$ cat src/rtl/spi_flash_arb_pkg.sv
// rtl/spi_flash_arb_pkg.sv - shared types and helpers for the SPI flash arbiter
// Purpose: arbiter FSM state encoding and the index-width helper.
// Ports: none (package).
package spi_flash_arb_pkg;

    typedef enum logic [1:0] {
        IDLE    = 2'd0,
        OWNED   = 2'd1,
        RELEASE = 2'd2,
        GAP     = 2'd3
    } arb_state_t;

    // Width of an index into n items; never less than one bit.
    function automatic int idx_w(input int n);
        return (n > 1) ? $clog2(n) : 1;
    endfunction

endpackage

$ cat src/rtl/rr_arb_pick.sv
// rtl/rr_arb_pick.sv - combinational round-robin picker
// Purpose: find the first set request scanning upward from start, wrapping at N.
// Ports:
//   req   in  N   request vector
//   start in  IW  index to scan from first
//   valid out 1   any request set
//   index out IW  winning index (0 when valid=0)
module rr_arb_pick #(
    parameter int N  = 2,
    parameter int IW = 1
) (
    input  logic [N-1:0]  req,
    input  logic [IW-1:0] start,
    output logic          valid,
    output logic [IW-1:0] index
);

    always_comb begin
        int j;
        j     = 0;
        valid = 1'b0;
        index = '0;
        for (int i = 0; i < N; i++) begin
            j = int'(start) + i;
            if (j >= N) begin
                j = j - N;
            end
            if (!valid && req[j]) begin
                valid = 1'b1;
                index = IW'(j);
            end
        end
    end

endmodule

$ cat src/rtl/spi_flash_arbiter.sv
// rtl/spi_flash_arbiter.sv - round-robin owner arbiter for a shared SPI flash port
// Purpose: grants the flash pins to one of NUM_REQ SPI masters for a whole
// transaction, keeps CS high for a minimum gap between owners and optionally
// revokes ownership after HOLD_MAX cycles.
// Ports:
//   clk, reset_n                 clock, asynchronous active-low reset
//   req/grant                    per-master level request / registered one-hot grant
//   req_cs_b/req_sck/req_mosi    per-master SPI outputs, muxed from the owner
//   req_miso                     per-master MISO, only the owner sees spi_miso
//   lock                         blocks new grants, current owner unaffected
//   spi_cs_b/spi_sck/spi_mosi    flash pins, idle outside OWNED
//   spi_miso                     flash MISO
//   busy                         high in OWNED or RELEASE
//   owner                        index of current or last owner
//   timeout_err                  one-cycle pulse on timeout revoke
module spi_flash_arbiter
    import spi_flash_arb_pkg::*;
#(
    parameter int                NUM_REQ  = 2,
    parameter int                CS_GAP   = 3,
    parameter int                HOLD_W   = 24,
    parameter logic [HOLD_W-1:0] HOLD_MAX = 24'd4_800_000,
    localparam int               IW       = idx_w(NUM_REQ)
) (
    input  logic               clk,
    input  logic               reset_n,
    input  logic [NUM_REQ-1:0] req,
    output logic [NUM_REQ-1:0] grant,
    input  logic [NUM_REQ-1:0] req_cs_b,
    input  logic [NUM_REQ-1:0] req_sck,
    input  logic [NUM_REQ-1:0] req_mosi,
    output logic [NUM_REQ-1:0] req_miso,
    input  logic               lock,
    output logic               spi_cs_b,
    output logic               spi_sck,
    output logic               spi_mosi,
    input  logic               spi_miso,
    output logic               busy,
    output logic [IW-1:0]      owner,
    output logic               timeout_err
);

    localparam int                GW        = idx_w(CS_GAP);
    localparam logic [GW-1:0]     GAP_LOAD  = GW'(CS_GAP - 1);
    localparam logic [HOLD_W-1:0] HOLD_LAST = HOLD_MAX - {{(HOLD_W-1){1'b0}}, 1'b1};
    localparam logic [NUM_REQ-1:0] ONE      = {{(NUM_REQ-1){1'b0}}, 1'b1};

    arb_state_t        state;
    logic [HOLD_W-1:0] hold_cnt;
    logic [GW-1:0]     gap_cnt;
    logic [IW-1:0]     rr_ptr;
    logic              pick_valid;
    logic [IW-1:0]     pick_idx;
    logic [IW-1:0]     pick_next;

    rr_arb_pick #(
        .N  (NUM_REQ),
        .IW (IW)
    ) u_pick (
        .req   (req),
        .start (rr_ptr),
        .valid (pick_valid),
        .index (pick_idx)
    );

    // Pointer kept separate from owner so that after reset requester 0 wins first.
    assign pick_next = (pick_idx == IW'(NUM_REQ - 1)) ? '0 : pick_idx + 1'b1;

    always_ff @(posedge clk or negedge reset_n) begin
        if (!reset_n) begin
            state       <= IDLE;
            grant       <= '0;
            owner       <= '0;
            rr_ptr      <= '0;
            hold_cnt    <= '0;
            gap_cnt     <= '1;
            timeout_err <= 1'b0;
        end else begin
            timeout_err <= 1'b0;
            case (state)
                IDLE: begin
                    if (!lock && pick_valid) begin
                        grant    <= ONE << pick_idx;
                        owner    <= pick_idx;
                        rr_ptr   <= pick_next;
                        hold_cnt <= '0;
                        state    <= OWNED;
                    end
                end
                OWNED: begin
                    if (hold_cnt != '1) begin
                        hold_cnt <= hold_cnt + 1'b1;
                    end
                    // A voluntary drop wins over a coincident timeout.
                    if (!req[owner]) begin
                        grant <= '0;
                        state <= RELEASE;
                    end else if (HOLD_MAX != '0 && hold_cnt == HOLD_LAST) begin
                        grant       <= '0;
                        timeout_err <= 1'b1;
                        state       <= RELEASE;
                    end
                end
                RELEASE: begin
                    gap_cnt <= GAP_LOAD;
                    state   <= GAP;
                end
                GAP: begin
                    if (gap_cnt == '0) begin
                        state <= IDLE;
                    end else begin
                        gap_cnt <= gap_cnt - 1'b1;
                    end
                end
                default: state <= IDLE;
            endcase
        end
    end

    assign busy = (state == OWNED) || (state == RELEASE);

    // Owner only changes while not OWNED, so the pins never see a mux switch.
    always_comb begin
        spi_cs_b = 1'b1;
        spi_sck  = 1'b0;
        spi_mosi = 1'b0;
        req_miso = '0;
        if (state == OWNED) begin
            spi_cs_b        = req_cs_b[owner];
            spi_sck         = req_sck[owner];
            spi_mosi        = req_mosi[owner];
            req_miso[owner] = spi_miso;
        end
    end

endmodule
$ cat config.mk
export PLATFORM = sky130hd
export DESIGN_NAME = spi_flash_arbiter
export DESIGN_NICKNAME = d
export VERILOG_FILES = /design/src/rtl/spi_flash_arb_pkg.sv /design/src/rtl/rr_arb_pick.sv /design/src/rtl/spi_flash_arbiter.sv
export SDC_FILE = /design/constraint.sdc
export NUM_CORES = 1
export LEC_CHECK = 0
export BUFFER_PORTS_ARGS = -buffer_cell sky130_fd_sc_hd__buf_2
export CAP_MARGIN = 20
export CORE_MARGIN = 2
export CORE_UTILIZATION = 50
export CTS_CLUSTER_DIAMETER = 50
export DETAILED_ROUTE_END_ITERATION = 10
export HOLD_SLACK_MARGIN = 0.03
export PLACE_DENSITY = 0.7
export SETUP_SLACK_MARGIN = 0.02
export SLEW_MARGIN = 25
export SYNTH_ARGS = -nofsm -noshare
export SYNTH_HDL_FRONTEND = slang
export SYNTH_SLANG_ARGS = --single-unit
export TNS_END_PERCENT = 10
$ cat constraint.sdc
create_clock -name clk -period 2.1 [get_ports clk]
set_input_delay 0.42 -clock clk [delete_from_list [all_inputs] [get_ports clk]]
set_output_delay 0.42 -clock clk [all_outputs]
set_load 0.01 [all_outputs]
After elaboration in Yosys (flattened, before gate mapping):

Index checks and enable logic that the tools add are counted.

* register bits: 33
* input port bits: 12
* output and inout bits: 10
* word-level logic and storage cells: 90

* add/sub/neg operators: 6
* magnitude comparators: 6
* equality and inequality tests: 10
* shifts and indexed selects: 1
* mux-type cells: 44
* bitwise operators: 1
* reductions and logical operators: 15

Operators by type and width (count)
* $lt A32 B3 Y1 const B: 2
* $mux W32: 2
* $mux W24: 2
* $pmux W24 S2: 1
* $ge A32 B3 Y1 const B: 1
* $sub A32 B3 Y32 const B: 1
* $mux W1: 26
* $add A24 B1 Y24 const B: 1
* $eq A24 B23 Y1 const B: 1
* $ne A24 B24 Y1 const B: 1
* $mux W2: 9
* $reduce_and A3 Y1: 3
* $ne A2 B2 Y1 const B: 4
* $pmux W2 S2: 2
* $pmux W2 S4: 1
* $eq A2 B2 Y1 const B: 2
* $logic_not A2 Y1: 2
* $reduce_and A2 Y1: 2
* $reduce_bool A2 Y1: 2
* $logic_and A1 B1 Y1: 3
* $ne A3 B3 Y1 const B: 1
* $sub A1 B2 Y3 const B: 1
* $add A1 B1 Y2 const B: 1
* $and A2 B2 Y2: 1
* 10 further kinds: 11

Longest topological paths before layout:

Gate-level depths: netlist of run 1.

* depth after elaboration: 12
* gate-level depth with buffers: 7
* mapped depth without buffers: 7

Hierarchy:

From an unflattened synthesis of run 1, not the netlist that was laid out.

* cell total of the unflattened synthesis: 211
* area, all modules: 1949.4 um^2

Modules (own cells, without submodules)
* spi_flash_arbiter: instances 1, cells each 208, area an instance 1931.9 um^2
* rr_arb_pick: instances 1, cells each 3, area an instance 17.5 um^2

Worst setup path after synthesis of run 1:

Ideal clock, no wire load.

* kind: flip-flop to flip-flop
* from: reg hold_cnt[0]
* to: reg hold_cnt[20]
* arrival: 1.893 ns
* slack: 0.070 ns
* stages on the path, launching flop included: 8
* path buffers: 1
* clock period less this slack: 2.030 ns
* path through: dfrtp_1 ha_1 nand4_1 or4_1 buf_2 nor3_1 mux2i_1 o22ai_1

* longest elaborated chain between the ends: 3
* elaborated cells on any way between the ends: 6
* classes of those cells: add/sub: 1; eq/ne: 2; mux: 2; reduce/logical: 1

Ends and longest elaborated chain
* start: declaration: line spi_flash_arbiter.sv:49 `logic [HOLD_W-1:0] hold_cnt;`
* start signal: assignment: line spi_flash_arbiter.sv:92 `hold_cnt <= hold_cnt + 1'b1;`
* $add A24 B1 Y24 / $ne A24 B24 Y1 (equally long branches): line spi_flash_arbiter.sv:92, spi_flash_arbiter.sv:91
* $mux W24 / $ne A2 B2 Y1 (equally long branches)
* $pmux W24 S2 / $reduce_and A3 Y1 (equally long branches)

Several ways; a longest one is shown, not always the timed one. The select of a mux whose other input is x is not followed.
A chain may end at the register's enable or synchronous reset.

Worst setup path in the final report of run 1:

* from: reg hold_cnt[20]
* to: reg state[1]

* longest elaborated chain between the ends: 3

Ends and longest elaborated chain
* $eq A24 B23 Y1: line spi_flash_arbiter.sv:98 `end else if (HOLD_MAX != '0 && hold_cnt == HOLD_LAST) begin`
* $ne A3 B3 Y1 (no source line)
* $reduce_and A3 Y1 (no source line)
* end signal: assignment: line spi_flash_arbiter.sv:97 `state <= RELEASE;`
* end signal: assignment: line spi_flash_arbiter.sv:101 `state <= RELEASE;`
* end signal: assignment: line spi_flash_arbiter.sv:106 `state <= GAP;`
* end: declaration: line spi_flash_arbiter.sv:48 `arb_state_t state;`

Every way passes these cells.

==> results of run 1 <==
## synthesized netlist by cell type (2+ instances only)
library cell  number
nand2b_1           3
o2bb2ai_1          2
o211ai_1          10
and3_1             5
nand4_1           11
clkbuf_1           5
inv_1             11
o311ai_0           3
ha_1               6
o21ai_1            7
a31oi_1            2
nor4_1             5
a221o_1            2
dfstp_2            2
mux2_2             2
o21ai_0            5
nor2_1            18
o31ai_1            8
mux2i_1            7
or3_1              2
a21oi_1            9
and2_1             3
nand2_1           24
a22o_1             4
nand3_1            9
buf_2              3
dfrtp_1           31
nor3_1            11
or4_1              2
## power by group through the flow
stage	registers (mW)	clock network, mW	logic, mW
after floorplan	0.880	0	0.789
after global placement	0.887	0	1.18
after detailed placement	0.895	0	1.20
after CTS	0.886	0.515	1.20
after global routing	0.908	0.538	1.43
final	0.885	0.501	1.30
## path summary, 6_finish.rpt
| path | endpoint | slack (ns) | cells after the start | from |
|---|---|---|---|---|
| max | state[1]$_DFFE_PN0P_ | 0.1 | 5 | hold_cnt[20]$_DFFE_PN0P_ |
| min | hold_cnt[4]$_DFFE_PN0P_ | 0.18 | 1 | reset_n |
| max reg2reg | state[1]$_DFFE_PN0P_ | 0.1 | 5 | hold_cnt[20]$_DFFE_PN0P_ |
| min reg2reg | rr_ptr$_DFFE_PN0P_ | 0.49 | 1 | rr_ptr$_DFFE_PN0P_ |
| max in group asynchronous | hold_cnt[18]$_DFFE_PN0P_ | 1.44 | 1 | reset_n |
| min in group clk | rr_ptr$_DFFE_PN0P_ | 0.37 | 2 | req[1] |
## cell type report
cell class / instances / area [µm²] / share of cell area
Tap cell: 50 / 62.56 / 0.02437
Multi-Input combinational cell: 182 / 1221 / 0.4756
Inverter: 12 / 45.04 / 0.01754
Clock buffer: 8 / 90.09 / 0.03509
Sequential cell: 33 / 828.3 / 0.3226
Timing Repair Buffer: 47 / 320.3 / 0.1248
## per-layer routing
metal	GRT usage	share of wire
met1	0.3276	0.47
met3	0.06331	0.067
met5	0	0
met4	0.09000	0.017
met2	0.3834	0.45
## what timing repair did
item / CTS / global route
setup endpoints to repair: 0 / 21
hold buffers: 0 / 0
gates resized for setup: 0 / 9
buffers inserted: 0 / 3
## per-stage QoR
stage / power (mW) / hold slack, ns
CTS: 2.606 / 0.2061
global route: 2.878 / 0.2413
finish: 2.681 / 0.1779
global placement: 2.070 / 0.4775
detailed placement: 2.096 / 0.4817
floorplan: 1.668 / 0.1244
## state kept, by name, indices dropped and copies added (netlist names)
signal,flops
gap_cnt,2
grant,2
hold_cnt,24
owner,1
rr_ptr,1
state,2
timeout_err,1
## logic make-up after synthesis
group,share of synthesized area
AOI/OAI and AO/OA,0.2148
DFF,0.3962
muxes,0.05146
xor gates and xnor gates,0.004190
adders and majority gates,0.03591
and+or+nand+nor,0.2597
buffers and inverters,0.03770
## critical path, stage by stage (launching register included)
cell	delay, ns
dfrtp_1	0.37
or4b_1	0.57
nor4b_4	0.31
a41o_1	0.24
nand3_2	0.11
mux2_4	0.31
==> metrics, run 1 <==
first-pass GRT wire length=8452 µm; final setup TNS=0 ns; CTS tree=yes; status=finished clean; Peak VDD IR=963.8 µV; CTS Buf Count=5; pwr/cell area=1044 nW/µm²; Crit Path Max Fanout=2; post-route cell area=2567 µm²; leading area contributor after synthesis=dfrtp_1; initial DRC count=102; Most used DFF post-synth=dfrtp_1; vias per std cell=6.033; Yosys warning count=0; Layout Cells excl Fill=332; Post-Syn Nets=253; Fill cells=350; Final GP Congestion=0.8476; Die H=68.67 µm; # IOs=22; Final Max Tran Viols=0; vias in the first global route=1853; Synth top area share=0.3710; Net Sw Frac=0.4030; Sw Pwr=1.080 mW; CP arrival=2.19 ns; Initial Util=0.5227; dpl cell area=2397 µm²; Reg power frac=0.330; cell count after synthesis=235; Remaining DRCs=0; Tcrit/Tclk final=0.9544; gr usage total=0.2459; TritonRoute pass-1 iters=4; H-tree depth=2; Comb power frac=0.483; distinct cell type count after synthesis=52; clock latency at the later pin of the worst-skew pair=0.30 ns; synthesized flop and latch total=33; Slew HR=0.5110; # placed instances=321; achievable clock frequency=0.4990 GHz; Root Buffer=clkbuf_8; DRT Wirelength=5168 µm; Setup-failing EPs final=0; most frequent cells in the layout=31 x dfrtp_1, 24 x nand2_1, 23 x buf_4, 21 x buf_2, 18 x nor2_1; Place WS=0.06829 ns; Final Hold Viols=0; Post-synth EDFFs=0; Leakage=1.081 nW; initial antenna violation count=0; Syn Area/Cell=8.897 µm²; share of layout cells above drive strength 1=0.2482; gr ovfl total=0; die width=68.67 µm; diodes inserted=0; DRT antenna net count=0; clk slew on worst S/H paths=0.07 ns; post-synthesis sequential area ratio=0.3962; Final #Nets=299; Clock Power Share=0.187; WS Path Type=reg2reg; PortBufs=21; worst setup margin=0.09584 ns; Setup crit start kind=flop; Tmin final=2.004 ns; element type at the critical path end=flop; unrepaired setup endpoints after global routing=true; Post-synth ARST share=1.000; # rows=23; Synth area leaders=dfrtp_1 37%, nand2_1 4.3%, ha_1 3.6%; Vias=2003; worst-margin pin slew=0.7334 ns; Pint=1.600 mW; mapped cell area=2091 µm²; Final Util=0.6419; WP data required=2.29 ns; die area=4715 µm²; commonest non-fill, non-tap cell in the layout=dfrtp_1; WL/cell=15.57 µm; Hold Crit Class=in2async; DP Wirelength=3688 µm; Layout area overhead=22.80%; clk sinks=33; core area=4000 µm²; largest net degree at the start of global routing=34; Layout Skew=0.009376 ns; max capacitance violation total=0; clock buffer depth=2
(Power assumes the default switching activity.)
==> inputs of run 2 (changes only) <==
Settings changed: CTS_BUF_LIST set to sky130_fd_sc_hd__clkbuf_8, CTS_CLUSTER_SIZE set to 10, PLACE_DENSITY 0.7 to 0.71, SYNTH_HIERARCHICAL set to 1.
==> metrics, run 2 <==
die area=4414 µm²; Tcrit/Tclk final=0.9640; Final GP Congestion=0.8055; CP cell instances=inv_2, ha_2, inv_1, o21ai_4, buf_4, o211ai_2, or4b_2, nand2_2; Tmin final=2.024 ns; # IOs=22; area occupied by multi-input gates=1109 µm²; vias per std cell=5.954; PortBufs=21; post-route cell area=2411 µm²; mapped cell area=1949 µm²; R2R Path Start=state[1]$_DFFE_PN0P_; CTS Buf Count=5; Synth top area share=0.3979; core area=3716 µm²; Vias=1798; vias in the first global route=1617; register area=828.3 µm²; clk slew on worst S/H paths=0.07 ns; dpl cell area=2202 µm²; kind of cell adding the most delay to the critical path=simple AND/OR/NAND/NOR gates; GR peak layer=met2; initial DRC count=104; first-pass GRT wire length=7679 µm; Final #Nets=271; Post-synth ARST share=1.000; Slowest-stage cell, CP=or4b_2; Remaining DRCs=0; Largest register FFs=24; Leakage=1.068 nW; # placed instances=289; element type at the critical path end=flop; Final Hold Viols=0; worst-margin pin slew=0.7427 ns; cell count after synthesis=211; initial antenna violation count=0; gr usage total=0.2352; gr ovfl total=0; H-tree depth=2; Hold Crit Class=in2async; Place WS=-0.05956 ns; final setup TNS=0 ns; Root Buffer=clkbuf_8; post-synthesis sequential area ratio=0.4249; leading area contributor after synthesis=dfrtp_1; most frequent cell after synthesis=dfrtp_1; commonest non-fill, non-tap cell in the layout=dfrtp_1; Crit Path Max Fanout=4; WP data required=2.33 ns; clk sinks=33; Slew HR=0.5049; largest net degree at the start of global routing=34; Post-synth EDFFs=0; Most used DFF post-synth=dfrtp_1; met1 usage=0.3075; clock buffer depth=2; Fill cells=312; distinct cell type count after synthesis=49; synthesized flop and latch total=33; Peak VDD IR=654.7 µV; CTS tree=yes; Initial Util=0.5246; Setup-failing EPs final=0; Syn Area/Cell=9.239 µm²; DP Wirelength=3289 µm; share of layout cells above drive strength 1=0.2874; diodes inserted=0; Final Util=0.6488; Crit. Startpoint=state[1]$_DFFE_PN0P_; CP arrival=2.25 ns; # rows=22; status=finished clean; max capacitance violation total=0; Layout Cells excl Fill=302; Post-synth top cells=31 x dfrtp_1, 21 x nand2_1, 16 x o21ai_0; M2 GR Usage=0.3875; worst setup margin=0.07560 ns; Reg with most FFs=hold_cnt; CP peak stage delay=0.65 ns; unrepaired setup endpoints after global routing=true; Layout Skew=0.004328 ns; achievable clock frequency=0.4940 GHz; WS Path Type=reg2reg; Die H=66.44 µm; TritonRoute pass-1 iters=4; WL/cell=15.59 µm; met3 Usage GRT=0.04089; # hold bufs at CTS=0; Final Max Tran Viols=0; most frequent cells in the layout=31 x dfrtp_1, 22 x buf_4, 21 x buf_2, 20 x nand2_1, 16 x o21ai_0; Layout area overhead=23.68%; Synth area leaders=dfrtp_1 40%, o31ai_1 5.0%, o21ai_0 4.1%; Yosys warning count=6; pwr/cell area=983.5 nW/µm²; DRT Wirelength=4707 µm; die width=66.44 µm; Setup crit start kind=flop; crit path buf inv count=3; Post-Syn Nets=229; clock latency at the later pin of the worst-skew pair=0.29 ns; DRT antenna net count=0
[run 2: metrics by stage]
stage / hold WS, ns / power (mW)
after detailed placement: 0.4689 / 1.742
after floorplan: 0.1244 / 1.462
after global routing: 0.2664 / 2.530
after CTS: 0.2255 / 2.200
final: 0.1939 / 2.371
after global placement: 0.4689 / 1.722
[run 2: report_power, final]
| group | total [mW] | switching (mW) | leakage (nW) | internal, mW |
|---|---|---|---|---|
| Clock | 0.445 | 0.224 | 0.0519 | 0.221 |
| Combinational | 1.11 | 0.585 | 0.572 | 0.524 |
| Sequential | 0.818 | 0.0819 | 0.444 | 0.736 |
| Total | 2.37 | 0.891 | 1.07 | 1.48 |
[run 2: cell type report]
| cell class | instances | share of cell area |
|---|---|---|
| clock inverter | 3 | 0.004670 |
| multi-input combinational | 157 | 0.4598 |
| tap | 48 | 0.02491 |
| inverter | 11 | 0.01713 |
| timing repair buffer | 45 | 0.1214 |
| clock buffer | 5 | 0.02854 |
| sequential | 33 | 0.3435 |
[run 2: metal layers]
layer / share of wire / vias up / wire, µm
met5: 0 / - / 0
met4: 0.015 / 0 / 70
met3: 0.057 / 8 / 266
met2: 0.49 / 48 / 2326
met1: 0.43 / 872 / 2043
li1: - / 870 / -
[run 2: final timing paths]
check	cells past startpoint	slack [ns]	end
hold / removal	1	0.19	hold_cnt[2]$_DFFE_PN0P_
min in group clk	2	0.48	rr_ptr$_DFFE_PN0P_
hold reg to reg	2	0.48	rr_ptr$_DFFE_PN0P_
setup reg to reg	8	0.08	hold_cnt[13]$_DFFE_PN0P_
setup / recovery	8	0.08	hold_cnt[13]$_DFFE_PN0P_
max in group asynchronous	1	1.43	hold_cnt[8]$_DFFE_PN0P_
[run 2: repair_timing]
action | in CTS | in global routing
resized for setup | 1 | 18
setup buffers | 0 | 5
pin swaps | 0 | 4
endpoints found under the setup margin | 6 | 26
[run 2: logic make-up after synthesis]
logic type | Yosys count | synth area share
simple gates | 84 | 0.2439
compound gates | 57 | 0.1906
flops | 33 | 0.4249
buf+inv | 21 | 0.04942
mux | 8 | 0.04364
fa+ha+maj | 6 | 0.03851
xor+xnor | 2 | 0.008988
[run 2: worst reg2reg max path: stages, from the launching register on]
cell	delay, ns
dfrtp_1	0.39
inv_2	0.08
ha_2	0.21
inv_1	0.10
o21ai_4	0.20
buf_4	0.15
o211ai_2	0.11
or4b_2	0.65
nand2_2	0.09
